<file path="config.mk">
export PLATFORM = sky130hd
export DESIGN_NAME = histogram_loader
export DESIGN_NICKNAME = d
export VERILOG_FILES = /design/src/rtl/histogram_loader.sv
export SDC_FILE = /design/constraint.sdc
export NUM_CORES = 1
export LEC_CHECK = 0
export CORE_ASPECT_RATIO = 2
export CORE_MARGIN = 5
export CORE_UTILIZATION = 40
export CTS_BUF_LIST = sky130_fd_sc_hd__clkbuf_4 sky130_fd_sc_hd__clkbuf_8 sky130_fd_sc_hd__clkbuf_16
export DETAILED_ROUTE_END_ITERATION = 6
export PLACE_DENSITY = 0.69
export SLEW_MARGIN = 5
export SYNTH_ARGS = -nofsm -noshare
export SYNTH_HDL_FRONTEND = slang
export SYNTH_SLANG_ARGS = --single-unit
export TNS_END_PERCENT = 1
</file>
<file path="constraint.sdc">
create_clock -name clk -period 3.3 [get_ports clk]
set_input_delay 0.66 -clock clk [delete_from_list [all_inputs] [get_ports clk]]
set_output_delay 0.66 -clock clk [all_outputs]
set_load 0.01 [all_outputs]
</file>
<file path="src/rtl/histogram_loader.sv">
// histogram_loader
// Restores a saved 1024-word histogram slot from the SD card into histogram RAM.
// A slot is four 512-byte sectors at byte address slot*2048. Each word is stored
// MS byte first. Every pair of received bytes becomes one registered RAM write.
// Optional feature: define HISTOGRAM_LOADER_CHECKSUM_EN to build a running 16-bit
// sum of the written words. Without it, checksum is tied to zero.
module histogram_loader #(
    parameter int SECTORS      = 4,
    parameter int SECTOR_BYTES = 512
) (
    input  logic        clk,
    input  logic        reset,
    input  logic        start,
    input  logic [6:0]  slot,
    input  logic        sd_ready,
    output logic [31:0] sd_address,
    output logic        sd_rd,
    input  logic [7:0]  sd_dout,
    input  logic        sd_byte_available,
    output logic [9:0]  waddr,
    output logic [15:0] wdata,
    output logic        we,
    output logic        loading,
    output logic        done,
    output logic        error,
    output logic [15:0] checksum
);

    localparam logic [9:0]  BYTE_LIMIT  = 10'(SECTOR_BYTES);
    localparam logic [1:0]  LAST_SECTOR = 2'(SECTORS - 1);
    localparam logic [31:0] SECTOR_STEP = 32'(SECTOR_BYTES);
    localparam logic [9:0]  COUNT_MAX   = 10'h3FF;

    typedef enum logic [1:0] {
        STANDBY = 2'd0,
        INIT    = 2'd1,
        ARM     = 2'd2,
        LOAD    = 2'd3
    } state_t;

    state_t      state;
    logic [1:0]  sector;
    logic [9:0]  byte_count;
    logic [7:0]  ms_byte;
    logic        avail_prev;

    logic        byte_edge;
    logic        load_edge;
    logic        byte_in_range;
    logic        write_fire;
    logic        start_accept;
    logic [9:0]  count_after;

    // Byte counter advance. It saturates so that an over-long sector can never
    // wrap back below the limit and overwrite words of the same sector.
    function automatic logic [9:0] bump_count(input logic [9:0] cnt, input logic inc);
        if (inc && (cnt != COUNT_MAX)) begin
            return cnt + 10'd1;
        end
        return cnt;
    endfunction

    // A new byte is a rising edge of the availability level.
    assign byte_edge     = sd_byte_available & ~avail_prev;
    assign load_edge     = (state == LOAD) & byte_edge;
    assign byte_in_range = (byte_count < BYTE_LIMIT);
    assign write_fire    = load_edge & byte_count[0] & byte_in_range;
    assign start_accept  = (state == STANDBY) & start;
    // The sector-end test uses the count after the byte accepted in this cycle.
    assign count_after   = bump_count(byte_count, load_edge);

    // Load sequencer: SD read handshake, byte pairing and registered RAM writes.
    always_ff @(posedge clk) begin
        if (reset) begin
            state      <= STANDBY;
            sd_rd      <= 1'b0;
            we         <= 1'b0;
            loading    <= 1'b0;
            done       <= 1'b0;
            error      <= 1'b0;
            waddr      <= '0;
            wdata      <= '0;
            sd_address <= '0;
            sector     <= '0;
            byte_count <= '0;
            ms_byte    <= '0;
            avail_prev <= 1'b0;
        end else begin
            avail_prev <= sd_byte_available;
            we         <= 1'b0;
            done       <= 1'b0;

            case (state)
                STANDBY: begin
                    if (start) begin
                        sd_address <= {14'b0, slot, 11'b0};
                        sector     <= '0;
                        byte_count <= '0;
                        error      <= 1'b0;
                        loading    <= 1'b1;
                        state      <= INIT;
                    end
                end

                INIT: begin
                    if (sd_ready) begin
                        sd_rd <= 1'b1;
                        state <= ARM;
                    end
                end

                ARM: begin
                    // The controller drops ready once it has taken the request.
                    if (!sd_ready) begin
                        sd_rd <= 1'b0;
                        state <= LOAD;
                    end
                end

                LOAD: begin
                    if (byte_edge) begin
                        byte_count <= count_after;
                        if (!byte_count[0]) begin
                            ms_byte <= sd_dout;
                        end
                    end
                    if (write_fire) begin
                        we    <= 1'b1;
                        waddr <= {sector, byte_count[8:1]};
                        wdata <= {ms_byte, sd_dout};
                    end
                    if (sd_ready) begin
                        if (count_after != BYTE_LIMIT) begin
                            error <= 1'b1;
                        end
                        if (sector == LAST_SECTOR) begin
                            loading <= 1'b0;
                            done    <= 1'b1;
                            state   <= STANDBY;
                        end else begin
                            sector     <= sector + 2'd1;
                            sd_address <= sd_address + SECTOR_STEP;
                            byte_count <= '0;
                            state      <= INIT;
                        end
                    end
                end

                default: begin
                    state <= STANDBY;
                end
            endcase
        end
    end

`ifdef HISTOGRAM_LOADER_CHECKSUM_EN
    logic [15:0] sum_q;

    // Running word sum; it moves in the same cycle as we and holds after done.
    always_ff @(posedge clk) begin
        if (reset) begin
            sum_q <= '0;
        end else if (start_accept) begin
            sum_q <= '0;
        end else if (write_fire) begin
            sum_q <= sum_q + {ms_byte, sd_dout};
        end
    end

    assign checksum = sum_q;
`else
    assign checksum = 16'h0000;
`endif

endmodule

</file>
Yosys cells after proc, flatten, opt, wreduce, memory -nomap -nowiden
Cells that the tools add are included.
{"block": "word_totals", "mem_bits_ro": 0, "out_inout_bits": 79, "reg_bits": 86, "input_bits": 20, "latchBits": 0, "n_memories": 0, "ramBits": 0}
{"block": "op_classes", "add_sub_neg": 3, "n_mul": 0, "magnitude_cmp": 1, "reduce_logical": 14, "shifts": 0, "bitwise_logic": 8, "n_eq_ne": 13, "mux": 35, "div": 0}
{"operator": "two-way mux 32 bit", "count": 3}
{"operator": "case mux 32 bit (2 select lines)", "count": 1}
{"operator": "two-way mux 10 bit", "count": 6}
{"operator": "adder 32 x 10 -> 32 bit, second input constant", "count": 1}
{"operator": "inequality test 10 bit, second input constant", "count": 2}
{"operator": "case mux 10 bit (2 select lines)", "count": 1}
{"operator": "AND reduction 4 bit", "count": 4}
{"operator": "two-way mux 2 bit", "count": 7}
{"operator": "two-way mux 1 bit", "count": 12}
{"operator": "adder 10 x 1 -> 10 bit, second input constant", "count": 1}
{"operator": "less-than comparator 10 bit, second input constant", "count": 1}
{"operator": "inequality test 2 bit, second input constant", "count": 5}
{"operator": "case mux 2 bit (4 select lines)", "count": 1}
{"operator": "== test 2 bit, second input constant", "count": 3}
{"operator": "case mux 1 bit (2 select lines)", "count": 3}
{"operator": "AND reduction 3 bit", "count": 2}
{"operator": "AND 1 bit", "count": 4}
{"operator": "inequality test 2 x 1 -> 1 bit, second input constant", "count": 2}
{"operator": "inverter 1 bit", "count": 4}
{"operator": "case mux 2 bit (2 select lines)", "count": 1}
{"operator": "AND reduction 2 bit", "count": 2}
{"operator": "nonzero test 2 bit", "count": 2}
{"operator": "OR reduction 3 bit", "count": 1}
{"operator": "adder 2 x 1 -> 2 bit, second input constant", "count": 1}
{"operator": "4 further kinds", "count": 4}

Logic depth before layout (Yosys ltp)
Gate-level depths: netlist of run 1.
{"block": "logic_depth", "depth_word": 10, "ltp_mapped": 9, "ltp_nobuf": 7}

Worst setup path before layout of run 1
Ideal clock, no wire load.
{"block": "synth_path", "path_type": "flip-flop to flip-flop", "start": "register state[0]", "end": "register sd_address[31]", "t_required_ps": 3184, "n_path_buf": 1, "stages_incl_launch_ff": 9, "synth_period_minus_slack_ps": 1938, "path_slack_ps": 1362, "arrival_ps": 1822, "cell_sequence": "dfxtp_1 inv_1 ha_1 mux2_4 o211ai_4 buf_6 nor4_4 a31oi_1 a41o_1"}
{"block": "synth_via", "elab_chain_len": 3, "elab_cells_between_ends": 8}
{"item": "start: declaration", "line_no": "41", "text": "state_t state;"}
{"item": "start signal: assignment", "line_no": "75", "text": "state <= STANDBY;"}
{"item": "start signal: assignment", "line_no": "101", "text": "state <= INIT;"}
{"item": "start signal: assignment", "line_no": "108", "text": "state <= ARM;"}
{"item": "== test 2 bit / zero test 2 bit (equally long branches)", "line_no": "93", "text": "case (state)"}
{"item": "inequality test 2 bit (no line) / nonzero test 2 bit (equally long branches)"}
{"item": "AND reduction 4 bit (no line)"}
{"item": "end signal: assignment", "line_no": "96", "text": "sd_address <= {14'b0, slot, 11'b0};"}
{"item": "end signal: assignment", "line_no": "142", "text": "sd_address <= sd_address + SECTOR_STEP;"}
{"item": "end: declaration", "line_no": "16", "text": "output logic [31:0] sd_address,"}
Several ways; a longest one is shown, not always the timed one.
A chain may end at the register's enable or synchronous reset.

Worst setup path after layout of run 1
{"block": "layout_path", "start": "register state[1]", "end": "register sd_address[28]"}
Same word-level chain as after synthesis.

==> results of run 1 <==
[sequential cells by signal, indices dropped and copies added (netlist names), 2 cells and up]
register and count:
sector 2, byte_count 10, waddr 10, wdata 16, ms_byte 8, state 2, sd_address 23
[cell usage in the layout, fill, tap and decap left out, types with 3 or more instances in the layout]
master	n
a21oi_1	58
a22oi_1	9
a31o_2	4
a31oi_1	6
and2_1	8
and3_1	5
and4_1	3
buf_4	6
clkbuf_16	9
clkdlybuf4s50_1	72
conb_1	25
dfxtp_1	77
ha_1	7
inv_1	10
mux2i_1	5
nand2_1	77
nand3_1	7
nand3_2	3
nand3b_1	3
nand4_1	5
nand4b_1	3
nor2_1	35
nor2b_1	3
nor3_1	13
nor4_1	9
o21ai_0	20
xnor2_1	11
[worst max-delay path: stages, from the launching register on]
cell,delay [ps]
dfxtp_1,400
ha_1,590
mux2_4,360
o211ai_4,190
nor4_4,460
a31oi_1,140
a41o_1,220
[kinds of logic after synthesis]
family | Yosys count | synth area share (%)
AOI/OAI and AO/OA | 117 | 18.78
adders and majority gates | 7 | 2.290
xor gates and xnor gates | 12 | 2.748
DFF | 77 | 40.30
muxes | 6 | 1.701
buffers and inverters | 62 | 9.028
other | 1 | 0.09804
and+or+nand+nor | 188 | 25.06
[area by class of cell]
class                      instances  area, µm²  share of cell area, %
sequential                        77       1541                  31.99
timing repair buffer              79      770.7                  16.00
clock inverter                     5      60.06                  1.246
tap                              104      130.1                  2.701
multi-input combinational        355       2028                  42.09
clock buffer                      11      246.5                  5.116
inverter                          11      41.29                 0.8569
[metrics by stage]
stage,power (W),instance area [µm²],hold slack (ps),util (%)
global route,0.002579,4818,474.1,51.35
global placement,0.001461,4512,438.5,48.08
CTS,0.002475,4818,453.4,51.35
detailed placement,0.001473,4512,446.0,48.08
floorplan,0.001342,3915,428.4,-
finish,0.002460,4818,449.9,51.35
[metal layers]
metal | vias up | track usage (%) | part of all wire [%] | routed length (µm)
met5 | - | 0 | 0 | 0
met2 | 130 | 31.25 | 52 | 5309
met1 | 1670 | 19.18 | 39 | 3920
met4 | 0 | 8.606 | 2.8 | 281
met3 | 24 | 4.545 | 6.5 | 656
li1 | 1726 | - | - | -
[worst max path at each step]
| stage | end | slack [ps] | cells past startpoint |
|---|---|---|---|
| 2_1_floorplan | sd_address[31] | 1360 | 8 |
| 5_1_grt | sd_address[31] | 740 | 6 |
| 3_5_place_dp | sd_address[28] | 700 | 6 |
| 3_3_place_gp | sd_address[31] | 770 | 6 |
| 4_1_cts | sd_address[28] | 890 | 6 |
| 6_report | sd_address[28] | 840 | 6 |
[report_power, final]
part / internal (W) / switching (W) / total (W)
Combinational: 0.000183 / 0.000254 / 0.000436
Sequential: 0.000970 / 0.0000489 / 0.00102
Clock: 0.000616 / 0.000389 / 0.00100
Total: 0.00177 / 0.000692 / 0.00246
[synthesized netlist by cell type, drive strengths merged (2+ instances only)]
| master | instances |
|---|---|
| nand4 | 5 |
| and4 | 3 |
| o21ai | 21 |
| dfxtp | 77 |
| buf | 36 |
| inv | 11 |
| a311oi | 2 |
| nand2b | 2 |
| o21a | 2 |
| nand3b | 3 |
| nand2 | 77 |
| and3b | 2 |
| nor4 | 11 |
| or2 | 2 |
| a22oi | 9 |
| nor2b | 3 |
| nor2 | 36 |
| nand4b | 3 |
| xnor2 | 11 |
| a21oi | 58 |
| a41o | 2 |
| a31oi | 6 |
| o211ai | 2 |
| nor3 | 14 |
| nand3 | 10 |
| a41oi | 2 |
| and3 | 5 |
| mux2i | 5 |
| ha | 7 |
| and2 | 8 |
| clkbuf | 15 |
| a31o | 4 |
==> impl_results.md, run 1 <==
- Status: complete, no violations
- Sum Neg Setup Slack: 0 ps
- Dpl ws: 703.6 ps
- Post-Place Cells: 626
- Synth area leaders: dfxtp_1, a21oi_1, nand2_1
- First-pass GRT wire length: around 17,000 µm
- Ys flop type: dfxtp_1
- Dpl hpwl: ~7400 µm
- Max_cap viols: 0
- Worst r2r src: state[1]
- Worst-path clk slew: about 60 ps
- Syn Std Cell Area: ~3800 µm²
- Leakage: ~1.7 nW
- Worst hold start: ms_byte[6]
- Latest clock arrival within the worst-skew pair: 340 ps
- # diodes: 0
- Fin crit share: roughly three quarters
- Number of global-route vias before repair: approximately 3,400
- RSZ-0062 raised after global routing: no
- Ys Warns: 0
- Initial antenna violation count: 0
- Fill count: roughly 900
- Largest net degree at the start of global routing: 41
- Critical path data required time: around 3500 ps
- Final GP Congestion: between 0.9 and 1
- Crit Path Class: flop to flop
- Iteration-0 DRC Markers: 154
- Max transition margin: approximately half
- Total Routed Length: 10,170 µm
- Reg2Reg Setup Slack: about 840 ps
- Register area share after synthesis: about two fifths
- Netlist cell types: 59
- CTS tree: done
- Post-synth EDFFs: 0
- CTS root buf: clkbuf_16
- Gr usage total: approximately 18%
- Worst r2r dst: sd_address[28]
- Synth top area share: 40.30%
- Min-Delay Path Depth: 2
- Fin Clk Skew: 5.581 ps
- VDD IR max: between 300 and 400 µV
- Vias/cell: around 5.5
- CP Data Arrival Time: around 2700 ps
- Tightest Hold Check Type: flop to flop
- Layout area overhead: 25.97%
- Die X: ~80 µm
- Share of cells above drive strength 1: around 7.8%
- Final worst slack: 837.8 ps
- # IOs: around 100
- Row cnt: 50
- Startpoint types: flop
- WL/cell: approximately 16 µm
- GRT overflow: 0
- H-tree depth: 3
- Final Hold Viols: 0
- Yosys reg bits: 77
- Worst-Margin Slew: a little over 700 ps
- Slew Viols, Final: 0
- WHS Endpoint: wdata[14]
- Vias: 3,550
- Final cell count without fillers: ~640
- CTS Buffer Depth: 2
- Fmax: 0.4061 GHz
- Critical-path maximum fanout: 15
- Crit end category: flop
- Mapped Avg Cell Area: slightly above 8 µm²
- CTS Buf Count: 9
- Syn Inst Count: 470
- R2R depth: 6
- Hold_buf cts: 0
- Area leader, netlist: dfxtp_1
- Port Buf Inserts: 73
- Post-CTS Setup Inserts: 0
- Post-CTS sizing: 0
- Post-synthesis async set-or-reset flop share: 0%
- # DRC: 0
- First-pass iteration count of the detailed router: 4
- Power Dens Cells: 510.6 nW/µm²
- Initial cell density of the core: 40.76%
- Final Net Count: 560
- Detail Route Antenna Nets: 0
- Die Y: 148.3 µm
- Final min period: roughly 2500 ps
- Critical Path Start: state[1]
- Sink Count: 77
- Final setup violation count: 0
- Die ar.: ~12,000 µm²
- Core footprint: 9384 µm²
Power figures use the tool's default switching activity.
==> run 2: changes to the inputs <==
--- a/config.mk
+++ b/config.mk
@@ -10,7 +10,7 @@
 export CORE_UTILIZATION = 40
 export CTS_BUF_LIST = sky130_fd_sc_hd__clkbuf_4 sky130_fd_sc_hd__clkbuf_8 sky130_fd_sc_hd__clkbuf_16
 export DETAILED_ROUTE_END_ITERATION = 6
-export PLACE_DENSITY = 0.69
+export PLACE_DENSITY = 0.71
 export SLEW_MARGIN = 5
 export SYNTH_ARGS = -nofsm -noshare
 export SYNTH_HDL_FRONTEND = slang
==> constraint.sdc (replaced) <==
create_clock -name clk -period 2.2 [get_ports clk]
set_input_delay 0.44 -clock clk [delete_from_list [all_inputs] [get_ports clk]]
set_output_delay 0.44 -clock clk [all_outputs]
set_load 0.01 [all_outputs]
==> run 2 against run 1 <==
  * Total power increased by 72%
  * Die area unchanged
  * Design area increased by 6.4%
  * Wire length increased by 1.9%
  * Clock skew decreased by 0.81 ps
  * Fmax increased by 18%
  * Critical path type unchanged
  * Largest power group is now the clock network
==> impl_results.md, run 2 (synthesis results as in run 1) <==
- Leakage: 1.856 nW (+10%)
- Critical-path maximum fanout: 6 (-9)
- Crit end category: flop
- Largest net degree at the start of global routing: 62 (+51%)
- Initial antenna violation count: 0 (unchanged)
- RSZ-0062 raised after global routing: no
- P_sw: 0.001068 W (+54%)
- Number of global-route vias before repair: 3,575 (+4.1%)
- # diodes: 0 (unchanged)
- Crit Path Class: flop to flop
- Initial cell density of the core: 40.76% (unchanged)
- Vias/cell: 5.399 (-2.4%)
- GRT overflow: 0 (unchanged)
- First-pass iteration count of the detailed router: 4 (unchanged)
- Worst path bufs/invs: 1 (+1)
- CTS tree: done
- Internal Pwr Total: 0.003171 W (+79%)
- Latest clock arrival within the worst-skew pair: 340 ps (about the same)
- Critical path data required time: 2440 ps (-1090 ps)
- Hold_buf cts: 0 (unchanged)
- Total Routed Length: 10,360 µm (+1.9%)
- Vias: 3,596 (+1.3%)
- Post-CTS Setup Inserts: 0 (unchanged)
- Layout area overhead: 34.09%
- Clock Power Share: 46.1% (+5.3 points)
- First-pass GRT wire length: 17,040 µm (+1.9%)
- Final GP Congestion: 0.9254 (+2.6%)
- Final Net Count: 584 (+4.3%)
- CP Data Arrival Time: 2330 ps (-370 ps)
- CP peak stage delay: 560 ps (-30 ps)
- Fin crit share: 94.70% (+20 points)
- Die X: 79.15 µm (unchanged)
- Startpoint types: flop
- CTS Buffer Depth: 2 (unchanged)
- Row cnt: 50 (unchanged)
- Commonest cells after routing, fill and taps aside: nand2_1, dfxtp_1, clkdlybuf4s50_1
- Sink Count: 77 (unchanged)
- Power Dens Cells: 826.5 nW/µm² (+62%)
- Tot Pwr: 0.004239 W (+72%)
- Detail Route Antenna Nets: 0 (unchanged)
- Core footprint: 9384 µm² (unchanged)
- Critical-path cell list: inv_1 -> ha_1 -> nor2b_1 -> or4_4 -> nor2_4 -> a21oi_1 -> a311oi_1
- VDD IR max: 659.9 µV (+82%)
- Iteration-0 DRC Markers: 174 (+13%)
- Share of cells above drive strength 1: 11.92% (+4.1 points)
- Die Y: 148.3 µm (unchanged)
- CTS Buf Count: 9 (unchanged)
- Port Buf Inserts: 73 (unchanged)
- # IOs: 99 (unchanged)
- Post-CTS sizing: 0 (unchanged)
- Sequential fraction of design power: 36.0% (-5.4 points)
- Switching power share of the total: 25.20% (-2.9 points)
- Hold slack: 356.7 ps (-93.23 ps)
- # DRC: 0 (unchanged)
- Status: complete, no violations
- Number of flip-flops in the largest register: 23 (unchanged)
- Worst-path clk slew: 60 ps (about the same)
- CTS root buf: clkbuf_16
- CP max stage cell: or4_4
- H-tree depth: 3 (unchanged)
- Die ar.: 11,740 µm² (unchanged)
- Part of the power in combinational logic: 17.8% (about the same)
- Slew Viols, Final: 0 (unchanged)
- Sum Neg Setup Slack: 0 ps (unchanged)
- Dpl hpwl: 7770 µm (+5.5%)
- WL/cell: 15.55 µm (-1.8%)
- Tightest Hold Check Type: primary input to flop
- Fmax: 0.4800 GHz (+18%)
- Gr usage total: 17.96% (+0.28 points)
- Final min period: 2083 ps (-378.8 ps)
- Largest reg by FF count: sd_address
- Largest regs: sd_address: 23 flops, wdata: 16 flops
- Fin Clk Skew: 4.774 ps (-0.8071 ps)
- Family with the most delay on the worst path: simple AND/OR/NAND/NOR gates
- Final setup violation count: 0 (unchanged)
- Final Hold Viols: 0 (unchanged)
- Max_cap viols: 0 (unchanged)
==> run 2: worst reg2reg max path, stage by stage, from the launching register on <==
cell	delay, ps
dfxtp_1	400
inv_1	100
ha_1	250
nor2b_1	230
or4_4	560
nor2_4	110
a21oi_1	70
a311oi_1	260
==> run 2: worst paths after layout <==
check                  start             end  slack, ps  cells past startpoint
setup / recovery    state[1]   byte_count[4]        120                      7
hold / removal         reset  sd_address[14]        360                      2
setup reg to reg    state[1]   byte_count[4]        120                      7
hold reg to reg   ms_byte[4]       wdata[12]        450                      2
==> run 2: metrics by stage <==
step | instance area [µm²] | utilization, % | instances | setup slack (ps)
global placement | 4730 | 50.40 | 650 | -2.204
detailed placement | 4730 | 50.40 | 650 | -79.64
CTS | 5126 | 54.63 | 666 | 103.5
global route | 5129 | 54.65 | 666 | 21.30
finish | 5129 | 54.65 | 666 | 116.6
floorplan | 3915 | - | 494 | 261.6
==> run 2: final cells by class <==
| cell class | count | area (µm²) |
|---|---|---|
| clock inverter | 6 | 157.7 |
| multi-input combinational | 355 | 2031 |
| clock buffer | 10 | 239.0 |
| inverter | 11 | 41.29 |
| timing repair buffer | 103 | 988.4 |
| sequential | 77 | 1541 |
| fill | 875 | 4255 |
| tap | 104 | 130.1 |
==> run 2: layer usage <==
layer  routed length, µm  track usage [%]  share of wire [%]
met4                 206            7.487                2.0
met2                5516            33.15                 53
met3                 673            4.121                6.5
met5                   0                0                  0
met1                3960            19.08                 38
==> run 2: power groups by stage <==
stage	Clock, W	Combinational (W)	Sequential, W
2_1_floorplan	0	0.000453	0.00156
3_3_place_gp	0	0.000731	0.00155
3_5_place_dp	0	0.000752	0.00156
4_1_cts	0.00197	0.000756	0.00153
5_1_grt	0.00204	0.000823	0.00154
6_report	0.00196	0.000755	0.00153
==> run 3: changes to the inputs <==
--- a/config.mk
+++ b/config.mk
@@ -5,7 +5,6 @@
 export SDC_FILE = /design/constraint.sdc
 export NUM_CORES = 1
 export LEC_CHECK = 0
-export CORE_ASPECT_RATIO = 2
 export CORE_MARGIN = 5
 export CORE_UTILIZATION = 40
 export CTS_BUF_LIST = sky130_fd_sc_hd__clkbuf_4 sky130_fd_sc_hd__clkbuf_8 sky130_fd_sc_hd__clkbuf_16
==> run 3 against run 2 <==
  * Critical path depth fell by 1
  * Non-clock buffer count fell by 2
  * Register-to-register slack improved by 60 ps
  * Utilization fell by 1.9 points
  * Combinational power fell by 3.7%
  * Hold slack improved by 93 ps
  * Worst setup slack improved by 64 ps
  * Sequential cell count did not move
  * Die area fell by 1.0%
  * Design area fell by 4.4%
  * Critical endpoint unchanged
==> impl_results.md, run 3 (synthesis results as in run 1) <==
- Status: complete, no violations
- Hold slack: 449.8 ps (+93.17 ps)
- Row cnt: 35 (-30%)
- # diodes: 0 (unchanged)
- Final setup violation count: 0 (unchanged)
- # DRC: 0 (unchanged)
- Layout area overhead: 28.13%
- Final cell count without fillers: 688 (+3.3%)
- Initial antenna violation count: 0 (unchanged)
- Family with the most delay on the worst path: simple AND/OR/NAND/NOR gates
- CP max stage cell: or4_4
- Vias/cell: 5.119 (-5.2%)
- Worst path bufs/invs: 1 (unchanged)
- Crit Path Class: flop to flop
- Share of cells above drive strength 1: 11.27% (-0.65 points)
- Fmax: 0.4952 GHz (+3.2%)
- Tightest Hold Check Type: flop to flop
- Die Y: 107.8 µm (-27%)
- CP Data Arrival Time: 2260 ps (-70 ps)
- GRT overflow: 0 (unchanged)
- Detail Route Antenna Nets: 0 (unchanged)
- Tot Pwr: 0.003288 W (-22%)
- Post-CTS Setup Inserts: 0 (unchanged)
- RSZ-0062 raised after global routing: no
- Largest net degree at the start of global routing: 48 (-23%)
- Slew Viols, Final: 0 (unchanged)
- Gr usage total: 16.72% (-1.2 points)
- H-tree depth: 3 (unchanged)
- Worst-path clk slew: 80 ps (+20 ps)
- Final Net Count: 582 (-0.34%)
- First-pass iteration count of the detailed router: 4 (unchanged)
- # IOs: 99 (unchanged)
- Startpoint types: flop
- Sum Neg Setup Slack: 0 ps (unchanged)
- Crit end category: flop
- Critical path data required time: 2440 ps (about the same)
- Largest regs: sd_address: 23 flops, wdata: 16 flops
- Number of global-route vias before repair: 3,351 (-6.3%)
- Post-Place Cells: 673 (+3.5%)
- Final min period: 2019 ps (-63.93 ps)
- Leakage: 1.739 nW (-6.3%)
- Die ar.: 11,620 µm² (-1.0%)
- Vias: 3,522 (-2.1%)
- CP peak stage delay: 620 ps (+60 ps)
- Commonest cells after routing, fill and taps aside: nand2_1, dfxtp_1, clkdlybuf4s50_1
- Dpl hpwl: 6937 µm (-11%)
- Core footprint: 9284 µm² (-1.1%)
- Initial cell density of the core: 41.20% (+0.44 points)
- CTS Buffer Depth: 2 (unchanged)
- Final Hold Viols: 0 (unchanged)
- Sink Count: 77 (unchanged)
- Fin crit share: 91.79% (-2.9 points)
- CTS tree: done
- Largest reg by FF count: sd_address
- CTS Buf Count: 9 (unchanged)
- Port Buf Inserts: 73 (unchanged)
- Number of flip-flops in the largest register: 23 (unchanged)
- Worst-Margin Slew: 524.5 ps
- Hold_buf cts: 0 (unchanged)
- Total Routed Length: 9477 µm (-8.5%)
- CTS root buf: clkbuf_8
- Max transition margin: around 65%
- VDD IR max: 281.3 µV (-57%)
- Iteration-0 DRC Markers: 277 (+59%)
- Latest clock arrival within the worst-skew pair: 340 ps (about the same)
- WL/cell: 13.77 µm (-11%)
- Fin Clk Skew: 10.66 ps (+5.885 ps)
- Dpl ws: -10.69 ps (+68.96 ps)
- First-pass GRT wire length: 16,090 µm (-5.6%)
- Final GP Congestion: 0.9298 (+0.48%)
- Final worst slack: 180.5 ps (+63.94 ps)
- Max_cap viols: 0 (unchanged)
- Die X: 107.8 µm (+36%)
- Power Dens Cells: 670.8 nW/µm² (-19%)
- Critical-path cell list: ha_1 -> inv_2 -> or4_4 -> nor2_4 -> a21oi_1 -> a311oi_1
- Critical-path maximum fanout: 10 (+4)
run 3: changes by cell type in the layout (fill, tap and decap cells not counted), moves of 2 or more:
cell / delta
clkbuf_16: -9
clkbuf_8: +8
bufinv_16: -4
buf_12: -3
clkbuf_4: +2
run 3: per-layer routing:
metal / GRT usage, % / share of wire (%) / up-vias
met5: 0 / 0 / -
met4: 5.861 / 1.2 / 0
met3: 3.659 / 6.4 / 10
met2: 27.04 / 47 / 112
met1: 21.90 / 45 / 1630
li1: - / - / 1770
run 3: power breakdown:
group          switching (W)  total (W)  internal (W)
logic               0.000392   0.000727      0.000335
clock network       0.000495    0.00104      0.000542
registers          0.0000703    0.00152       0.00145
run 3: final timing paths:
kind	start	endpoint	slack [ps]	cells past startpoint
setup / recovery	state[1]	byte_count[4]	180	6
hold / removal	ms_byte[4]	wdata[12]	450	2
setup reg to reg	state[1]	byte_count[4]	180	6
hold reg to reg	ms_byte[4]	wdata[12]	450	2
run 3: final cells by class:
type | instances | area, µm²
sequential | 77 | 1541
clock inverter | 4 | 50.05
timing repair buffer | 101 | 939.7
tap | 129 | 161.4
inverter | 11 | 41.29
fill | 891 | 4383
multi-input combinational | 355 | 2028
clock buffer | 11 | 138.9
run 3: metrics by stage:
stage | util [%] | area, µm²
after global routing | 52.79 | 4901
after detailed placement | 50.71 | 4708
final | 52.79 | 4901
after global placement | 50.71 | 4708
after CTS | 52.75 | 4897
after floorplan | - | 3915
run 3: repair_timing:
item	4_1_cts	5_1_grt
endpoints found under the setup margin	0	1
endpoints found under the hold margin	0	0
gates resized for setup	0	1
run 3: worst register-to-register path: cells and delay by family (launching register included):
family / cells / cell delay (ps)
flip-flops: 1 / 390
buffers and inverters: 1 / 160
AND/OR/NAND/NOR: 2 / 750
adder cells (fa/ha/maj): 1 / 320
AO/OA/AOI/OAI: 2 / 310
